`config.mk`:
```
export PLATFORM = sky130hd
export DESIGN_NAME = audio_scheduler
export DESIGN_NICKNAME = d
export VERILOG_FILES = /design/src/rtl/audio_scheduler.sv
export SDC_FILE = /design/constraint.sdc
export NUM_CORES = 1
export LEC_CHECK = 0
export ABC_AREA = 1
export CORE_MARGIN = 5
export CORE_UTILIZATION = 23
export DETAILED_ROUTE_END_ITERATION = 8
export GPL_ROUTABILITY_DRIVEN = 1
export PLACE_DENSITY_LB_ADDON = 0.1
export SLEW_MARGIN = 20
export SYNTH_ARGS = -nofsm -noshare
export SYNTH_HDL_FRONTEND = slang
export SYNTH_SLANG_ARGS = --single-unit
export TNS_END_PERCENT = 50
```
`constraint.sdc`:
```
create_clock -name clk22 -period 12.42 [get_ports clk22]
set_input_delay 1.863 -clock clk22 [delete_from_list [all_inputs] [get_ports clk22]]
set_output_delay 1.863 -clock clk22 [all_outputs]
set_load 0.05 [all_outputs]
```
`src/rtl/audio_scheduler.sv`:
```
// Sound-effect / background-music scheduler: chooses between silence, the music ROM
// stream and prioritised one-shot effects, with a one-deep queue for deferred effects.
module audio_scheduler #(
    parameter int unsigned BEAT_MAX = 1200,
    parameter logic [31:0] SIL_TONE = 32'd50000000
) (
    input  logic        clk22,
    input  logic        rst,
    input  logic        music_en,
    input  logic [1:0]  vol_in,
    input  logic [2:0]  sfx_req,
    input  logic [31:0] bgm_toneL,
    input  logic [31:0] bgm_toneR,
    output logic [11:0] ibeat,
    output logic [31:0] toneL,
    output logic [31:0] toneR,
    output logic [1:0]  volume,
    output logic        sfx_active,
    output logic [1:0]  sfx_id
);

    typedef enum logic [1:0] {IDLE, BGM, SFX} state_t;

    // Effect ids double as priorities: a larger id always wins.
    localparam logic [1:0]  ID_JUMP   = 2'd0;
    localparam logic [1:0]  ID_BUMP   = 2'd1;
    localparam logic [1:0]  ID_COIN   = 2'd2;
    localparam logic [1:0]  ID_NONE   = 2'd3;
    localparam logic [11:0] BEAT_LAST = 12'(BEAT_MAX);

    state_t      state_reg, state_next;
    logic [31:0] step_reg, step_next;
    logic [1:0]  cur_reg, cur_next;
    logic        pend_valid_reg, pend_valid_next;
    logic [1:0]  pend_id_reg, pend_id_next;
    logic [11:0] ibeat_next;
    logic [31:0] tone_l_next, tone_r_next;
    logic [1:0]  volume_next;
    logic        sfx_active_next;
    logic [1:0]  sfx_id_next;

    logic        req_any;
    logic [1:0]  req_id;
    logic        merge_valid;
    logic [1:0]  merge_id;

    function automatic logic [31:0] eff_last(input logic [1:0] id);
        case (id)
            ID_JUMP: eff_last = 32'd7;
            ID_BUMP: eff_last = 32'd3;
            default: eff_last = 32'd5;
        endcase
    endfunction

    function automatic logic [31:0] eff_tone(input logic [1:0] id, input logic [31:0] step);
        case (id)
            ID_JUMP: eff_tone = 32'd523 + 32'd66 * step;
            ID_BUMP: eff_tone = 32'd196;
            ID_COIN: eff_tone = (step < 32'd2) ? 32'd988 : 32'd1319;
            default: eff_tone = SIL_TONE;
        endcase
    endfunction

    always_comb begin
        req_any = |sfx_req;
        req_id  = ID_JUMP;
        if (sfx_req[2])
            req_id = ID_COIN;
        else if (sfx_req[1])
            req_id = ID_BUMP;
    end

    // Pending slot as it would look after absorbing this cycle's request.
    always_comb begin
        merge_valid = pend_valid_reg;
        merge_id    = pend_id_reg;
        if (req_any && (!pend_valid_reg || req_id > pend_id_reg)) begin
            merge_valid = 1'b1;
            merge_id    = req_id;
        end
    end

    always_comb begin
        state_next      = state_reg;
        step_next       = step_reg;
        cur_next        = cur_reg;
        pend_valid_next = pend_valid_reg;
        pend_id_next    = pend_id_reg;
        case (state_reg)
            IDLE, BGM: begin
                pend_valid_next = 1'b0;
                if (req_any) begin
                    state_next = SFX;
                    cur_next   = req_id;
                    step_next  = 32'd0;
                end else begin
                    state_next = music_en ? BGM : IDLE;
                end
            end
            SFX: begin
                if (req_any && req_id > cur_reg) begin
                    cur_next  = req_id;
                    step_next = 32'd0;
                end else if (step_reg >= eff_last(cur_reg)) begin
                    pend_valid_next = 1'b0;
                    step_next       = 32'd0;
                    if (merge_valid)
                        cur_next = merge_id;
                    else
                        state_next = music_en ? BGM : IDLE;
                end else begin
                    step_next       = step_reg + 32'd1;
                    pend_valid_next = merge_valid;
                    pend_id_next    = merge_id;
                end
            end
            default: state_next = IDLE;
        endcase
    end

    // The beat only runs while the music is actually playing; effects freeze it.
    always_comb begin
        ibeat_next = ibeat;
        if (!music_en)
            ibeat_next = 12'd0;
        else if (state_reg == BGM)
            ibeat_next = (ibeat == BEAT_LAST) ? 12'd0 : ibeat + 12'd1;
    end

    always_comb begin
        tone_l_next     = SIL_TONE;
        tone_r_next     = SIL_TONE;
        volume_next     = 2'd0;
        sfx_active_next = 1'b0;
        sfx_id_next     = ID_NONE;
        case (state_next)
            BGM: begin
                tone_l_next = bgm_toneL;
                tone_r_next = bgm_toneR;
                volume_next = vol_in;
            end
            SFX: begin
                tone_l_next     = eff_tone(cur_next, step_next);
                tone_r_next     = eff_tone(cur_next, step_next);
                volume_next     = (vol_in != 2'd0) ? vol_in : 2'b01;
                sfx_active_next = 1'b1;
                sfx_id_next     = cur_next;
            end
            default: ;
        endcase
    end

    always_ff @(posedge clk22 or posedge rst) begin
        if (rst) begin
            state_reg      <= IDLE;
            step_reg       <= 32'd0;
            cur_reg        <= ID_NONE;
            pend_valid_reg <= 1'b0;
            pend_id_reg    <= ID_JUMP;
            ibeat          <= 12'd0;
            toneL          <= SIL_TONE;
            toneR          <= SIL_TONE;
            volume         <= 2'd0;
            sfx_active     <= 1'b0;
            sfx_id         <= ID_NONE;
        end else begin
            state_reg      <= state_next;
            step_reg       <= step_next;
            cur_reg        <= cur_next;
            pend_valid_reg <= pend_valid_next;
            pend_id_reg    <= pend_id_next;
            ibeat          <= ibeat_next;
            toneL          <= tone_l_next;
            toneR          <= tone_r_next;
            volume         <= volume_next;
            sfx_active     <= sfx_active_next;
            sfx_id         <= sfx_id_next;
        end
    end

endmodule

```
==> results of run 1 <==
synthesized netlist by cell type, types with 5 or more instances:
master,instances
a21oi_1,56
nand2_2,16
xor2_1,11
nand3b_1,8
inv_1,183
nand3_1,95
nor3_1,9
xnor2_1,7
nand4_1,23
o21ai_1,9
clkbuf_1,18
a41oi_1,5
nor2_1,136
nor2_2,14
dfrtp_1,92
dfstp_2,28
nand2_1,350
o21ai_0,28
ha_1,81
o21bai_1,6
inv_2,9
cell type report:
| cell class | instances | area share (%) |
|---|---|---|
| inverter | 194 | 6.43 |
| multi-input combinational | 891 | 42.7 |
| clock inverter | 14 | 0.903 |
| antenna | 2 | 0.0441 |
| tap | 511 | 5.63 |
| clock buffer | 18 | 3.87 |
| sequential | 120 | 26.7 |
| timing repair buffer | 157 | 13.7 |
critical path, delay by kind of cell:
kind                     cells  cell delay, ns
XOR/XNOR                     1            0.36
buffers and inverters        5            0.94
AND/OR/NAND/NOR             12            1.84
AO/OA/AOI/OAI                2            0.50
adder cells (fa/ha/maj)      5            1.53
per-stage QoR:
step	hold WS, ns	cells	util (%)	cell area (sq um)
after floorplan	0.453	1227	-	8700
after global placement	0.475	1873	28.8	10800
after detailed placement	0.476	1873	28.8	10800
after CTS	0.491	1905	30.3	11400
after global routing	0.539	1906	30.3	11400
final	0.483	1907	30.3	11400
how the worst max path moves through the flow:
stage | start | end | slack, ns | cells after the start
after detailed placement | sfx_req[2] | toneR[22] | 5.20 | 25
final | sfx_req[2] | toneR[22] | 5.70 | 25
after global routing | sfx_req[2] | toneR[25] | 5.11 | 33
after CTS | sfx_req[2] | toneL[22] | 5.67 | 25
after floorplan | sfx_req[1] | toneL[25] | 6.56 | 31
after global placement | sfx_req[2] | toneL[22] | 5.35 | 25
cell usage in the layout, fill, tap and decap left out, types with 8 or more instances in the layout:
master | synthesis | final
a21oi_1 | 56 | 56
clkbuf_16 | 0 | 17
clkdlybuf4s50_1 | 0 | 152
dfrtp_1 | 92 | 92
dfstp_2 | 28 | 28
ha_1 | 81 | 80
inv_1 | 183 | 182
inv_2 | 9 | 9
nand2_1 | 350 | 350
nand2_2 | 16 | 16
nand3_1 | 95 | 95
nand3b_1 | 8 | 8
nand4_1 | 23 | 23
nor2_1 | 136 | 136
nor2_2 | 14 | 14
nor3_1 | 9 | 9
o21ai_0 | 28 | 28
o21ai_1 | 9 | 9
xor2_1 | 11 | 11
per-layer routing:
layer | vias to the layer above | wire length (microns) | GRT usage, %
li1 | 4207 | - | -
met1 | 3763 | 13600 | 18.4
met2 | 171 | 14300 | 24.3
met3 | 30 | 1060 | 2.03
met4 | 0 | 551 | 4.19
met5 | - | 0 | 0
cells by family (layout without fill, tap and decap cells):
logic type	Yosys count	in the layout
other	0	2
and+or+nand+nor	669	669
buffers and inverters	216	383
AOI/OAI and AO/OA	118	118
muxes	1	1
xor gates and xnor gates	21	21
DFF	120	120
adders and majority gates	82	82
power breakdown:
part / internal, uW / total [uW] / switching, uW
registers: 535 / 569 / 34.3
logic: 352 / 1120 / 765
clock network: 260 / 458 / 197
==> flow_summary_export.csv, run 1 <==
group,metric,value,unit
global_routing,antenna_found_initial,1,
floorplanning,core_area,37500,sq um
worst_setup_path,arrival,7.06,ns
worst_setup_path,cp_max_fo,7,
worst_setup_path,rrSetupSlack,7.32,ns
routing,wl,29500,microns
synth,synth_top_family_by_area,"simple AND/OR/NAND/NOR gates",
timing,rsz0062_at_grt,"no",
synth,synth-xor-area-share,2.37,%
placed_design,port_buffers,152,
cells_and_area,area_growth,30.6,%
clocking,htreeDepth,4,
min_path,hold_depth,2,
floorplanning,start_util,23.2,%
synth,synth_top_area_share,26.5,%
worst_setup_path,worstPathRequired,12.76,ns
placed_design,hpwl,24000,microns
floorplanning,die_h,205,microns
timing,max_freq,149,MHz
synth,syn_avg_cell_area,7.09,sq um
min_path,hold_start,"pend_id_reg[1]",
cells_and_area,multi_input_area,4850,sq um
synth,yosys.area.top_type,"dfrtp_1",
routing,dr.pass1.iters,5,
synth,ys_types,46,
timing,period_needed,6.72,ns
clocking,cts_hold_buf,0,
clocking,clk_path_buf_depth,2,
worst_setup_path,crit_type,"primary input to register",
floorplanning,io-pin-count,153,
clocking,cts_buffers,17,
global_routing,grt_max_degree,70,
job,drv_cap,0,
timing,tightest_slew,0.937,ns
power_and_ir_drop,ir_drop,80.2,uV
global_routing,overflow,0,
cells_and_area,nFillCells,4123,
clocking,clk_latency,0.43,ns
worst_setup_path,cpPeakStageDelay,0.55,ns
synth,synth_ff_type,"dfrtp_1",
floorplanning,rows,71,
global_routing,grt_pass1_wl,46500,microns
clocking,cts_resized,0,
synth,synthArstFlopShare,100,%
min_path,hold_path_class,"register to register",
synth,synth-adder-area-share,11.9,%
clocking,path_clk_slew,0.07,ns
synth,muxShareOfSynthArea,0.129,%
synth,synth_edf_count,0,
cells_and_area,nets,1535,
synth,synthTopCellsByArea,"dfrtp_1, nand2_1, ha_1, dfstp_2, inv_1",
global_routing,groute.usage.overall,14.1,%
routing,drc,0,
routing,drtAntennaViolNets,0,
synth,synthSimpleGateAreaFrac,33.6,%
timing,clock-skew-final,0.0150,ns
min_path,hold_end,"pend_id_reg[1]",
synth,synth_area,8700,sq um
power_and_ir_drop,power_density,189,nW/um^2
worst_setup_path,cp-start-kind,"primary input",
placed_design,post-place-ws,5.20,ns
timing,layout_setup_ws,5.70,ns
power_and_ir_drop,p_leak,0.00568,uW
timing,tns,0,ns
timing,hold_viol_final,0,
worst_setup_path,crit_slowest_cell,"clkdlybuf4s50_1",
clocking,cts_tree,"done",
routing,wire_per_inst,15.5,microns
synth,syn_nets,1381,
floorplanning,dieWidth,205,microns
routing,dr_total_vias,8171,
floorplanning,die_area,41800,sq um
worst_setup_path,r2r-start,"cur_reg[1]",
timing,slew_headroom,37.5,%
worst_setup_path,r2r_end,"toneR[22]",
placed_design,gp_congestion,0.889,
worst_setup_path,r2r_cells,24,
cells_and_area,regArea,3040,sq um
synth,synth_warnings,0,
clocking,cts_setup_buffers,0,
clocking,cts-root-buf,"clkbuf_16",
timing,period_share,54.1,%
synth,synth_seq_area_share,34.9,%
synth,synth_compound_area_share,7.74,%
routing,drt_iter0_drc,429,
timing,setup_viol,0,
global_routing,grt_pass1_vias,8438,
clocking,cts_sinks,120,
synth,synthesis.instances,1227,
routing,via_per_inst,4.28,
power_and_ir_drop,p_total,2140,uW
timing,maxSlewViolCount,0,
synth,synth_seq_cells,120,
outcome,status,"finished, final reports clean",
worst_setup_path,endpoint_kind,"register",
cells_and_area,layout-drive-gt1-share,8.90,%
Power figures use the tool's default switching activity.
==> inputs of run 2 (changes only) <==
clock period = 6 ns   (was 12.42 ns; I/O delays follow)
==> run 2 against run 1 <==
- count of clock-buffer cells in the layout unchanged
- first-iteration DRC count decreased by 7.5%
- final area is 1.7% higher
- die area is the same
- critical path depth is 8 higher
- core utilization grew 0.51 points
- worst setup slack worse by 5.1 ns
==> flow_summary_export.csv, run 2 (synthesized netlist as in run 1, its figures left out) <==
group,metric,value,unit
worst_setup_path,endpoint_kind,"register",
global_routing,grt_max_degree,64,
global_routing,groute.usage.overall,14.5,%
job,drv_cap,0,
cells_and_area,nets,1555,
global_routing,overflow,0,
routing,via_per_inst,4.27,
global_routing,grt_pass1_wl,47300,microns
floorplanning,start_util,23.2,%
cells_and_area,final_common_cell,"nand2_1",
placed_design,gp_congestion,0.905,
timing,slew_headroom,44.1,%
clocking,cts_sinks,120,
floorplanning,io-pin-count,153,
placed_design,port_buffers,152,
cells_and_area,area_growth,32.8,%
timing,hold_slack,0.491,ns
floorplanning,core_area,37500,sq um
timing,period_share,90.2,%
worst_setup_path,cpPeakStageDelay,0.46,ns
clocking,cts_resized,0,
routing,drc,0,
floorplanning,die_area,41800,sq um
clocking,clk_path_buf_depth,2,
timing,hold_viol_final,0,
clocking,cts_tree,"done",
floorplanning,die_h,205,microns
power_and_ir_drop,p_leak,0.00581,uW
worst_setup_path,arrival,5.76,ns
routing,dr.pass1.iters,5,
cells_and_area,layout-drive-gt1-share,10.2,%
min_path,hold_depth,2,
clocking,clk_latency,0.43,ns
power_and_ir_drop,ir_drop,185,uV
clocking,path_clk_slew,0.06,ns
worst_setup_path,crit_path_frequent_cell,"nand2_1",
placed_design,post-place-ws,-0.0459,ns
clocking,cts-root-buf,"clkbuf_16",
outcome,status,"finished, final reports clean",
timing,period_needed,5.41,ns
clocking,cts_setup_buffers,0,
clocking,cts_hold_buf,0,
worst_setup_path,r2r_cells,31,
floorplanning,rows,71,
clocking,cts_buffers,17,
timing,max_freq,185,MHz
worst_setup_path,cp-start-kind,"primary input",
min_path,hold_path_class,"register to register",
clocking,htreeDepth,4,
floorplanning,dieWidth,205,microns
global_routing,antenna_found_initial,0,
routing,wl,30000,microns
routing,wire_per_inst,15.6,microns
timing,maxSlewViolCount,0,
cells_and_area,antenna_cells,0,
worst_setup_path,worstPathRequired,6.35,ns
timing,rsz0062_at_grt,"no",
routing,drtAntennaViolNets,0,
routing,dr_total_vias,8225,
timing,layout_setup_ws,0.591,ns
cells_and_area,final_cell_mix,"nand2_1, inv_1, clkdlybuf4s50_1, nor2_1, nand3_1",
worst_setup_path,crit_type,"primary input to register",
power_and_ir_drop,power_density,398,nW/um^2
global_routing,grt_pass1_vias,8518,
timing,clock-skew-final,0.0140,ns
worst_setup_path,crit_slowest_cell,"clkdlybuf4s50_1",
routing,drt_iter0_drc,397,
timing,tightest_slew,0.838,ns
worst_setup_path,cp_max_fo,5,
placed_design,hpwl,24500,microns
timing,setup_viol,0,
## run 2: changes by cell type in the layout (fill, tap and decap cells not counted)
cell and change:
bufinv_16 +2, diode_2 -2, inv_6 +1, o21ai_1 +1, clkinvlp_4 -3, o21ai_0 -1
buf_4 +20
## run 2: metal layers
layer | vias up | global-route usage, % | wire length [microns] | part of all wire (%)
li1 | 4236 | - | - | -
met1 | 3802 | 18.9 | 13700 | 46
met2 | 165 | 24.8 | 14600 | 49
met3 | 22 | 2.72 | 1150 | 3.8
met4 | 0 | 3.52 | 406 | 1.4
met5 | - | 0 | 0 | 0
## run 2: worst paths after layout
| path | startpoint | to | slack [ns] |
|---|---|---|---|
| max | sfx_req[1] | toneL[30] | 0.59 |
| min | pend_id_reg[1] | pend_id_reg[1] | 0.49 |
| max reg2reg | cur_reg[1] | toneL[30] | 1.16 |
| min reg2reg | pend_id_reg[1] | pend_id_reg[1] | 0.49 |
| max in group asynchronous | rst | step_reg[8] | 4.16 |
| min in group asynchronous | rst | toneR[6] | 0.75 |
## run 2: through the flow
stage               TNS (ns)  area (sq um)  utilization, %  total power [uW]  std cells
floorplan                  0          8700               -              2750       1227
global placement           0         11000            29.2              3630       1893
detailed placement   -0.0894         11000            29.2              3640       1893
CTS                        0         11600            30.8              4700       1925
global route               0         11600            30.8              4960       1925
finish                     0         11600            30.8              4600       1925
## run 2: report_power, final
group / switching [uW] / internal, uW / total (uW)
clock: 406 / 624 / 1030
sequential: 66.5 / 1110 / 1170
combinational: 1620 / 773 / 2390
total: 2090 / 2500 / 4600
## run 2: final cells by class
cell class	count	area [sq um]
clock buffers	18	439
clock inverters	14	149
fillers	4149	25900
inverters	194	731
multi-input cells	891	4850
flip-flops and latches	120	3040
well taps	511	639
repair buffers	177	1710
## run 2: worst max-delay path: cells and delay by family
family	cells	cell delay [ns]
simple gates	19	2.20
fa+ha+maj	5	1.45
compound gates	2	0.28
buf+inv	7	0.92
==> inputs of run 3 (changes only) <==
ABC_AREA = 0   (was 1)
CORE_ASPECT_RATIO = 1.5   (was default)
TNS_END_PERCENT = default   (was 50)
==> run 3 against run 2 <==
- die area shrank 8.8%
- flip-flop and latch count stayed put
- critical path depth down 13
- final cell count down 18%
- worst setup slack got worse by 0.25 ns
- final area grew 1.1%
- critical path type is now register to register
- largest cell class unchanged
- largest power group unchanged
- highest routed layer unchanged
==> flow_summary_export.csv, run 3 <==
group,metric,value,unit
floorplanning,dieWidth,161,microns
clocking,clk_latency,0.43,ns
placed_design,hpwl,22500,microns
synth,synth_warnings,0,
timing,period_share,94.3,%
min_path,hold_start,"step_reg[31]",
synth,synth_edf_count,0,
cells_and_area,antenna_cells,0,
job,drv_cap,0,
worst_setup_path,r2r_end,"toneR[27]",
timing,clock-skew-final,0.00933,ns
routing,drtAntennaViolNets,0,
routing,drc,0,
timing,hold_viol_final,0,
placed_design,post-place-ws,-0.505,ns
floorplanning,io-pin-count,153,
global_routing,antenna_found_initial,0,
floorplanning,start_util,23.1,%
clocking,htreeDepth,4,
synth,synth_top_area_share,29.2,%
cells_and_area,final_common_cell,"clkdlybuf4s50_1",
synth,ys_types,74,
worst_setup_path,crit_type,"register to register",
worst_setup_path,worstPathRequired,6.30,ns
worst_setup_path,r2r-start,"cur_reg[1]",
synth,synth_seq_area_share,38.6,%
worst_setup_path,r2r_cells,20,
min_path,hold_path_class,"register to register",
synth,ys_top_cells_by_count,"nand2_1, dfrtp_1, ha_1",
routing,wl,27500,microns
routing,dr_total_vias,7280,
global_routing,overflow,0,
worst_setup_path,cpLargestDelayFamily,"compound AO/OA/AOI/OAI gates",
synth,syn_avg_cell_area,9.20,sq um
global_routing,grt_max_degree,65,
routing,wire_per_inst,17.4,microns
cells_and_area,multi_input_area,4750,sq um
timing,tightest_slew,0.944,ns
clocking,cts_buffers,17,
min_path,hold_depth,1,
cells_and_area,final_cell_mix,"clkdlybuf4s50_1, buf_4, nand2_1, dfrtp_1, ha_1",
synth,yosys.area.top_type,"dfrtp_1",
synth,synthTopCellsByArea,"dfrtp_1, ha_1, dfstp_2, nand2_1, a21oi_1",
floorplanning,rows,83,
timing,period_needed,5.66,ns
worst_setup_path,path_cells,"ha_1 > a21o_1 > a211o_1 > or4_4 > buf_6 > o31ai_4 > ha_1 > ha_1 > ha_1 > a211o_1 > a221o_1 > a31oi_4 > mux2i_1 > a311oi_2 > nor4_4 > buf_6 > nand4_1 > xor2_1 > buf_4 > o21ai_1",
timing,max_freq,177,MHz
cells_and_area,nFillCells,3561,
power_and_ir_drop,ir_drop,179,uV
synth,synth_area,7880,sq um
clocking,cts_sinks,120,
routing,dr.pass1.iters,5,
worst_setup_path,endpoint_kind,"register",
clocking,cts_tree,"done",
timing,layout_setup_ws,0.342,ns
timing,hold_slack,0.483,ns
global_routing,grt_pass1_vias,7747,
synth,yosysMostFrequentCell,"nand2_1",
worst_setup_path,cp_max_fo,8,
synth,synth_seq_cells,120,
global_routing,grt_pass1_wl,43200,microns
placed_design,port_buffers,152,
worst_setup_path,rrSetupSlack,0.34,ns
synth,syn_nets,1010,
cells_and_area,layout-drive-gt1-share,21.4,%
worst_setup_path,critPathBufInv,3,
outcome,status,"finished, final reports clean",
floorplanning,die_h,237,microns
cells_and_area,nets,1298,
timing,setup_viol,0,
floorplanning,core_area,34100,sq um
worst_setup_path,crit_path_frequent_cell,"ha_1",
cells_and_area,area_growth,48.3,%
synth,synthArstFlopShare,100,%
cells_and_area,regArea,3040,sq um
routing,via_per_inst,4.60,
placed_design,gp_congestion,0.810,
power_and_ir_drop,p_leak,0.00552,uW
synth,synthesis.instances,856,
worst_setup_path,crit_slowest_cell,"dfstp_2",
timing,rsz0062_at_grt,"no",
timing,maxSlewViolCount,0,
global_routing,groute.usage.overall,14.6,%
worst_setup_path,cpPeakStageDelay,0.57,ns
min_path,hold_end,"step_reg[31]",
timing,slew_headroom,36.8,%
worst_setup_path,arrival,5.96,ns
routing,drt_iter0_drc,258,
clocking,clk_path_buf_depth,2,
power_and_ir_drop,power_density,404,nW/um^2
timing,tns,0,ns
clocking,path_clk_slew,0.06,ns
floorplanning,die_area,38100,sq um
clocking,cts-root-buf,"clkbuf_16",
synth,synth_ff_type,"dfrtp_1",
worst_setup_path,cp-start-kind,"register",
-- run 3: cell types whose count changed after synthesis, moves of 14 or more --
| cell | previous run | this run |
|---|---|---|
| nand2_1 | 350 | 123 |
| inv_1 | 183 | 28 |
| nor2_1 | 136 | 41 |
| nand3_1 | 95 | 32 |
| and2_1 | 0 | 31 |
| xnor2_1 | 7 | 30 |
| and3_1 | 1 | 19 |
| nand2_2 | 16 | 0 |
| nor2_2 | 14 | 0 |
-- run 3: timing repair --
item | in CTS | in global routing
pin swaps | 0 | 12
cloned | 0 | 1
setup endpoints to repair | 2 | 30
hold buffers | 0 | 0
resized for setup | 3 | 27
setup buffers | 0 | 4
-- run 3: where the power goes --
group / leakage [uW] / internal (uW) / switching [uW] / total [uW]
clock network: 0.000299 / 706 / 375 / 1080
registers: 0.00152 / 1100 / 75.8 / 1180
logic: 0.00369 / 886 / 1580 / 2460
total: 0.00552 / 2690 / 2030 / 4720
-- run 3: routing by layer --
layer / share of wire (%) / vias to the layer above / global-route usage [%]
met2: 58 / 115 / 29.7
met3: 2.7 / 28 / 2.73
met1: 36 / 3478 / 14.4
met4: 2.6 / 0 / 5.12
li1: - / 3659 / -
met5: 0 / - / 0
-- run 3: final cells by class --
cell class,instances,share of cell area (%)
multi-input cells,678,40.6
flip-flops and latches,120,26.0
repair buffers,299,22.6
well taps,425,4.55
clock buffers,25,4.33
clock inverters,7,0.985
inverters,28,0.921
-- run 3: kinds of logic (layout without fill, tap and decap cells) --
kind of cell               count (synthesis)  in the layout  synth area share [%]
buffers and inverters                     58            359                  2.97
adders and majority gates                 82             82                  13.1
and+or+nand+nor                          336            336                  21.7
xor gates and xnor gates                  50             50                  5.56
DFF                                      120            120                  38.6
muxes                                      5              5                 0.715
AOI/OAI and AO/OA                        205            205                  17.4
-- run 3: metrics by stage --
stage               total power (uW)  area, sq um  utilization, %  std cells
global route                    5020        11700            34.3       1582
detailed placement              3680        10900            32.0       1545
floorplan                       2770         7900               -        856
finish                          4720        11700            34.3       1582
global placement                3660        10900            32.0       1545
CTS                             4790        11500            33.8       1577
-- run 3: how the worst max path moves through the flow --
stage,startpoint,endpoint,slack (ns),depth (start not counted)
2_1_floorplan,sfx_req[1],toneL[24],0.02,23
3_3_place_gp,sfx_req[1],toneR[29],-0.50,26
3_5_place_dp,sfx_req[1],toneR[29],-0.51,26
4_1_cts,sfx_req[1],toneR[29],0.0004,27
5_1_grt,cur_reg[1],toneR[27],0.04,20
6_report,cur_reg[1],toneR[27],0.34,20
==> RTL edit 1, RTL diff (flow settings as in run 2) <==
Put one more register stage on the output `toneL`, cleared by the reset. The value now appears one clock later. The other outputs are not delayed to match.
--- a/src/rtl/audio_scheduler.sv
+++ b/src/rtl/audio_scheduler.sv
@@ -27,6 +27,8 @@
     localparam logic [1:0]  ID_COIN   = 2'd2;
     localparam logic [1:0]  ID_NONE   = 2'd3;
     localparam logic [11:0] BEAT_LAST = 12'(BEAT_MAX);
+
+    logic [31:0] toneL_s0;
 
     state_t      state_reg, state_next;
     logic [31:0] step_reg, step_next;
@@ -158,7 +160,7 @@
             pend_valid_reg <= 1'b0;
             pend_id_reg    <= ID_JUMP;
             ibeat          <= 12'd0;
-            toneL          <= SIL_TONE;
+            toneL_s0       <= SIL_TONE;
             toneR          <= SIL_TONE;
             volume         <= 2'd0;
             sfx_active     <= 1'b0;
@@ -170,7 +172,7 @@
             pend_valid_reg <= pend_valid_next;
             pend_id_reg    <= pend_id_next;
             ibeat          <= ibeat_next;
-            toneL          <= tone_l_next;
+            toneL_s0       <= tone_l_next;
             toneR          <= tone_r_next;
             volume         <= volume_next;
             sfx_active     <= sfx_active_next;
@@ -178,5 +180,13 @@
         end
     end
 
+    always_ff @(posedge clk22 or posedge rst) begin
+        if (rst) begin
+            toneL <= '0;
+        end else begin
+            toneL <= toneL_s0;
+        end
+    end
+
 endmodule
 
Check against the original RTL: not equivalent (a bounded check fails within 4 cycles, from zero or initial values and one cycle with rst high).
==> RTL edit 1 against run 2 <==
- critical path depth fell by 3
- synthesized area is 13% higher
- count of clock-buffer cells in the layout up 3
- design area grew 9.4%
- setup slack worse by 0.11 ns
- routed wire length rose by 11%
- cell count grew 8.3%
- sequential cell count up 32
- clock skew fell by 0.00072 ns
- sequential power increased by 26%
- total power increased by 7.1%
- largest cell class unchanged
- largest power group unchanged
==> RTL edit 1: results (changes against run 2) <==
CP Launch Point=sfx_req[1]; worst r2r path cells=28 (-9.7%); Yosys cell types=42 (-8.7%); first-pass GRT wire length=52800 um (+12%); hold_sp=toneL_s0[18]$_DFF_PP0_; met3 usage=0.0240 (-0.00323); Tightest Pin Transition=0.735 ns (-0.103 ns); worst hold margin=0.346 ns (-0.145 ns); Clock Path Buffers=2 (unchanged); GRT Total Usage=0.144 (-0.000916); clk_skew=0.0133 ns (-0.000725 ns); vias in the first global route=9173 (+7.7%); largest net degree at the start of global routing=74 (+16%); top cells by count, synth=nand2_1, inv_1, nor2_1; leakage=6.39 nW (+10%); global-route met2 utilization=0.235 (-0.0131); routability cong.=0.854 (-5.6%); async set or reset register ratio after synthesis=1.00 (unchanged); routing usage on met1=0.195 (+0.00643); maximum VDD drop=199 uV (+7.9%); HPWL after DPL=27200 um (+11%); DR pass1 iterations=7 (+2); critical path arrival=5.82 ns (+0.06 ns); Vias=9045 (+10%); Syn Nets=1516 (+9.8%); fin nets=1686 (+8.4%); drt initial violations=590 (+49%); # H-tree levels=4 (unchanged); flop2flop setup slack=1.04 ns (-0.12 ns); wire per inst=16.0 um (+2.9%); Cells after Synth=1362 (+11%); outcome=finished clean; register area share after synthesis=0.392 (+0.0429); ranking of synthesized cells by area=dfrtp_1, nand2_1, ha_1; Crit path largest cell delay=0.48 ns (+0.02 ns); hold depth=0 (-2); share of layout cells above drive strength 1=0.0926 (-0.00928)
RTL edit 1: changes by cell type after synthesis, sizes merged, moves of 4 or more:
cell	run 2	this run
inv	192	214
a21oi	56	50
nand4	23	29
nand2	366	439
xnor2	7	3
nand3	98	135
o21ai	39	24
dfrtp	92	124
xor2	14	8
buf	4	9
nand3b	10	6
RTL edit 1: final cells by class:
cell class              count  area (um^2)
inverters                 214          808
multi-input cells         971         5040
clock inverters            11          126
flip-flops and latches    152         3840
clock buffers              21          450
fillers                  4547        29400
well taps                 539          674
repair buffers            176         1700
RTL edit 1: cells by family after synthesis:
family,count (synthesis),share of synthesized area
xor gates and xnor gates,11,0.0106
DFF,152,0.392
and+or+nand+nor,784,0.344
adders and majority gates,82,0.106
AOI/OAI and AO/OA,94,0.0539
buffers and inverters,239,0.0934
RTL edit 1: routing by layer:
layer / share of wire / wire, um / vias to the layer above
li1: - / - / 4634
met3: 0.033 / 1100 / 37
met5: 0 / 0 / -
met4: 0.021 / 686 / 0
met1: 0.49 / 16300 / 4213
met2: 0.46 / 15300 / 161
RTL edit 1: final timing paths:
path	to
worst min-delay path	toneL[18]$_DFF_PP0_
worst max register to register	toneL_s0[31]$_DFF_PP0_
min in group asynchronous	toneL[13]$_DFF_PP0_
worst min register to register	toneL[18]$_DFF_PP0_
max in group asynchronous	step_reg[12]$_DFF_PP0_
worst max-delay path	toneL_s0[31]$_DFF_PP0_
RTL edit 1: worst max-delay path, delay by kind of cell:
family | cells | cell delay [ns]
and+or+nand+nor | 17 | 2.41
adders and majority gates | 5 | 1.33
buffers and inverters | 6 | 0.90
AOI/OAI and AO/OA | 2 | 0.27
RTL edit 1: power breakdown:
part / switching, mW / total, mW / internal [mW]
registers: 0.0844 / 1.47 / 1.39
clock network: 0.439 / 1.06 / 0.623
logic: 1.62 / 2.39 / 0.773
RTL edit 1: through the flow:
stage	instance area [um^2]	std cells	worst slack (ns)
2_1_floorplan	9790	1362	1.05
3_3_place_gp	12100	2052	0.0995
3_5_place_dp	12100	2052	0.0915
4_1_cts	12600	2084	0.517
5_1_grt	12600	2084	0.101
6_report	12600	2084	0.477
==> RTL edit 2, RTL diff (flow settings as in run 2) <==
Made on the original files. Set the parameter `SIL_TONE` to 32'd25000000 (it was 32'd50000000).
--- a/src/rtl/audio_scheduler.sv
+++ b/src/rtl/audio_scheduler.sv
@@ -2,7 +2,7 @@
 // stream and prioritised one-shot effects, with a one-deep queue for deferred effects.
 module audio_scheduler #(
     parameter int unsigned BEAT_MAX = 1200,
-    parameter logic [31:0] SIL_TONE = 32'd50000000
+    parameter logic [31:0] SIL_TONE = 32'd25000000
 ) (
     input  logic        clk22,
     input  logic        rst,
Formal check against the unedited RTL: not equivalent (a bounded check fails within 4 cycles, from zero or initial values and one cycle with rst high).
==> RTL edit 2 against run 2 <==
- setup slack better by 0.033 ns
- synthesized area about the same
- first-iteration DRC count increased by 22%
- routed wire length is 2.1% higher
- combinational power up 5%
- global-route usage rose by 0.30 points
- largest cell class unchanged
- count of clock-buffer cells in the layout increased by 7
- clock power is 5% lower
- sequential cell count unchanged
- total power rose by 1.4%
- synthesized cell count rose by 1.3%
- worst hold slack got worse by 0.0042 ns
- core utilization decreased by 0.22 points
- design area shrank 0.70%
==> RTL edit 2: results (changes against run 2) <==
HPWL after DPL=24900 um (+1.4%); DP Cell Count=1903 (+0.53%); Final Non-Filler Cells=1935 (+0.52%); async set or reset register ratio after synthesis=1.00 (unchanged); Num CTS Buffers=17 (unchanged); # fillers=4163 (+0.34%); global-route met2 utilization=0.252 (+0.00415); flop2flop setup slack=1.07 ns (-0.09 ns); Hold EP=pend_id_reg[1]$_DFFE_PP0P_; clk_skew=0.0134 ns (-0.000627 ns); Cells after Synth=1243 (+1.3%); wire per inst=15.8 um (+1.6%); drt initial violations=486 (+22%); placed cell area=10900 um^2 (-0.46%); largest net degree at the start of global routing=65 (+1.6%); GRT Total Usage=0.148 (+0.00297); Yosys cell types=44 (-4.3%); post-DR vias/cell=4.30 (+0.55%); critical path arrival=5.71 ns (-0.05 ns); Syn Nets=1397 (+1.2%); routability cong.=0.859 (-5.1%); vias in the first global route=8530 (+0.14%); maximum VDD drop=198 uV (+7.6%); RR Endpoint=toneL[25]$_DFF_PP0_; outcome=finished clean; top cells by count, synth=nand2_1, inv_1, nor2_1; share of layout cells above drive strength 1=0.0857 (-0.0162); fin nets=1565 (+0.64%); worst hold margin=0.487 ns (-0.00415 ns); switching share of total power=0.464 (+0.00814); ranking of synthesized cells by area=dfrtp_1, nand2_1, ha_1; Slew HR=0.390 (-0.0512); Place WS=0.191 ns (+0.237 ns); register area share after synthesis=0.349 (about the same); met3 usage=0.0243 (-0.00295); routing usage on met1=0.195 (+0.00679); I/O Buffers=152 (unchanged); first-pass GRT wire length=48500 um (+2.7%); leakage=5.75 nW (-0.95%)
RTL edit 2: stage by stage:
step	util	power [mW]
finish	0.306	4.66
global route	0.306	5.04
CTS	0.306	4.79
detailed placement	0.291	3.78
global placement	0.291	3.76
floorplan	-	2.85
RTL edit 2: area by class of cell:
type	instances	area share
Inverter	199	0.0653
Timing Repair Buffer	170	0.144
Multi-Input combinational cell	903	0.421
Clock buffer	25	0.0452
Tap cell	511	0.0557
Clock inverter	7	0.00338
Sequential cell	120	0.265
RTL edit 2: tightest hold or removal path, delay by kind of cell, from the launching register on:
family	cells	cell delay, ns
compound gates	1	0.06
flops	1	0.34
simple gates	1	0.05
RTL edit 2: how the worst max path moves through the flow:
stage                                      to       start  slack (ns)
final                     toneL[25]$_DFF_PP0_  sfx_req[1]        0.62
after global routing      toneL[24]$_DFF_PP1_  sfx_req[1]        0.20
after CTS                 toneL[25]$_DFF_PP0_  sfx_req[1]        0.61
after detailed placement  toneL[25]$_DFF_PP0_  sfx_req[1]        0.19
after global placement    toneL[25]$_DFF_PP0_  sfx_req[1]        0.26
after floorplan           toneL[27]$_DFF_PP0_  sfx_req[1]        1.10
RTL edit 2: metal layers:
layer / vias up / share of wire
met5: - / 0
met4: 0 / 0.012
met3: 20 / 0.043
met2: 161 / 0.48
met1: 3858 / 0.46
li1: 4274 / -
RTL edit 2: power by group through the flow:
stage	Sequential [mW]	Clock (mW)	Combinational, mW
2_1_floorplan	1.74	0	1.11
3_3_place_gp	1.21	0	2.55
3_5_place_dp	1.21	0	2.57
4_1_cts	1.20	1.01	2.58
5_1_grt	1.21	1.05	2.78
6_report	1.19	0.978	2.50
RTL edit 2: kinds of logic (layout without fill, tap and decap cells):
kind of cell,Yosys count,after routing,share of synthesized area
AO/OA/AOI/OAI,115,115,0.0731
AND/OR/NAND/NOR,684,684,0.338
XOR/XNOR,22,22,0.0256
buffers and inverters,220,401,0.0953
flip-flops,120,120,0.349
adder cells (fa/ha/maj),82,82,0.119
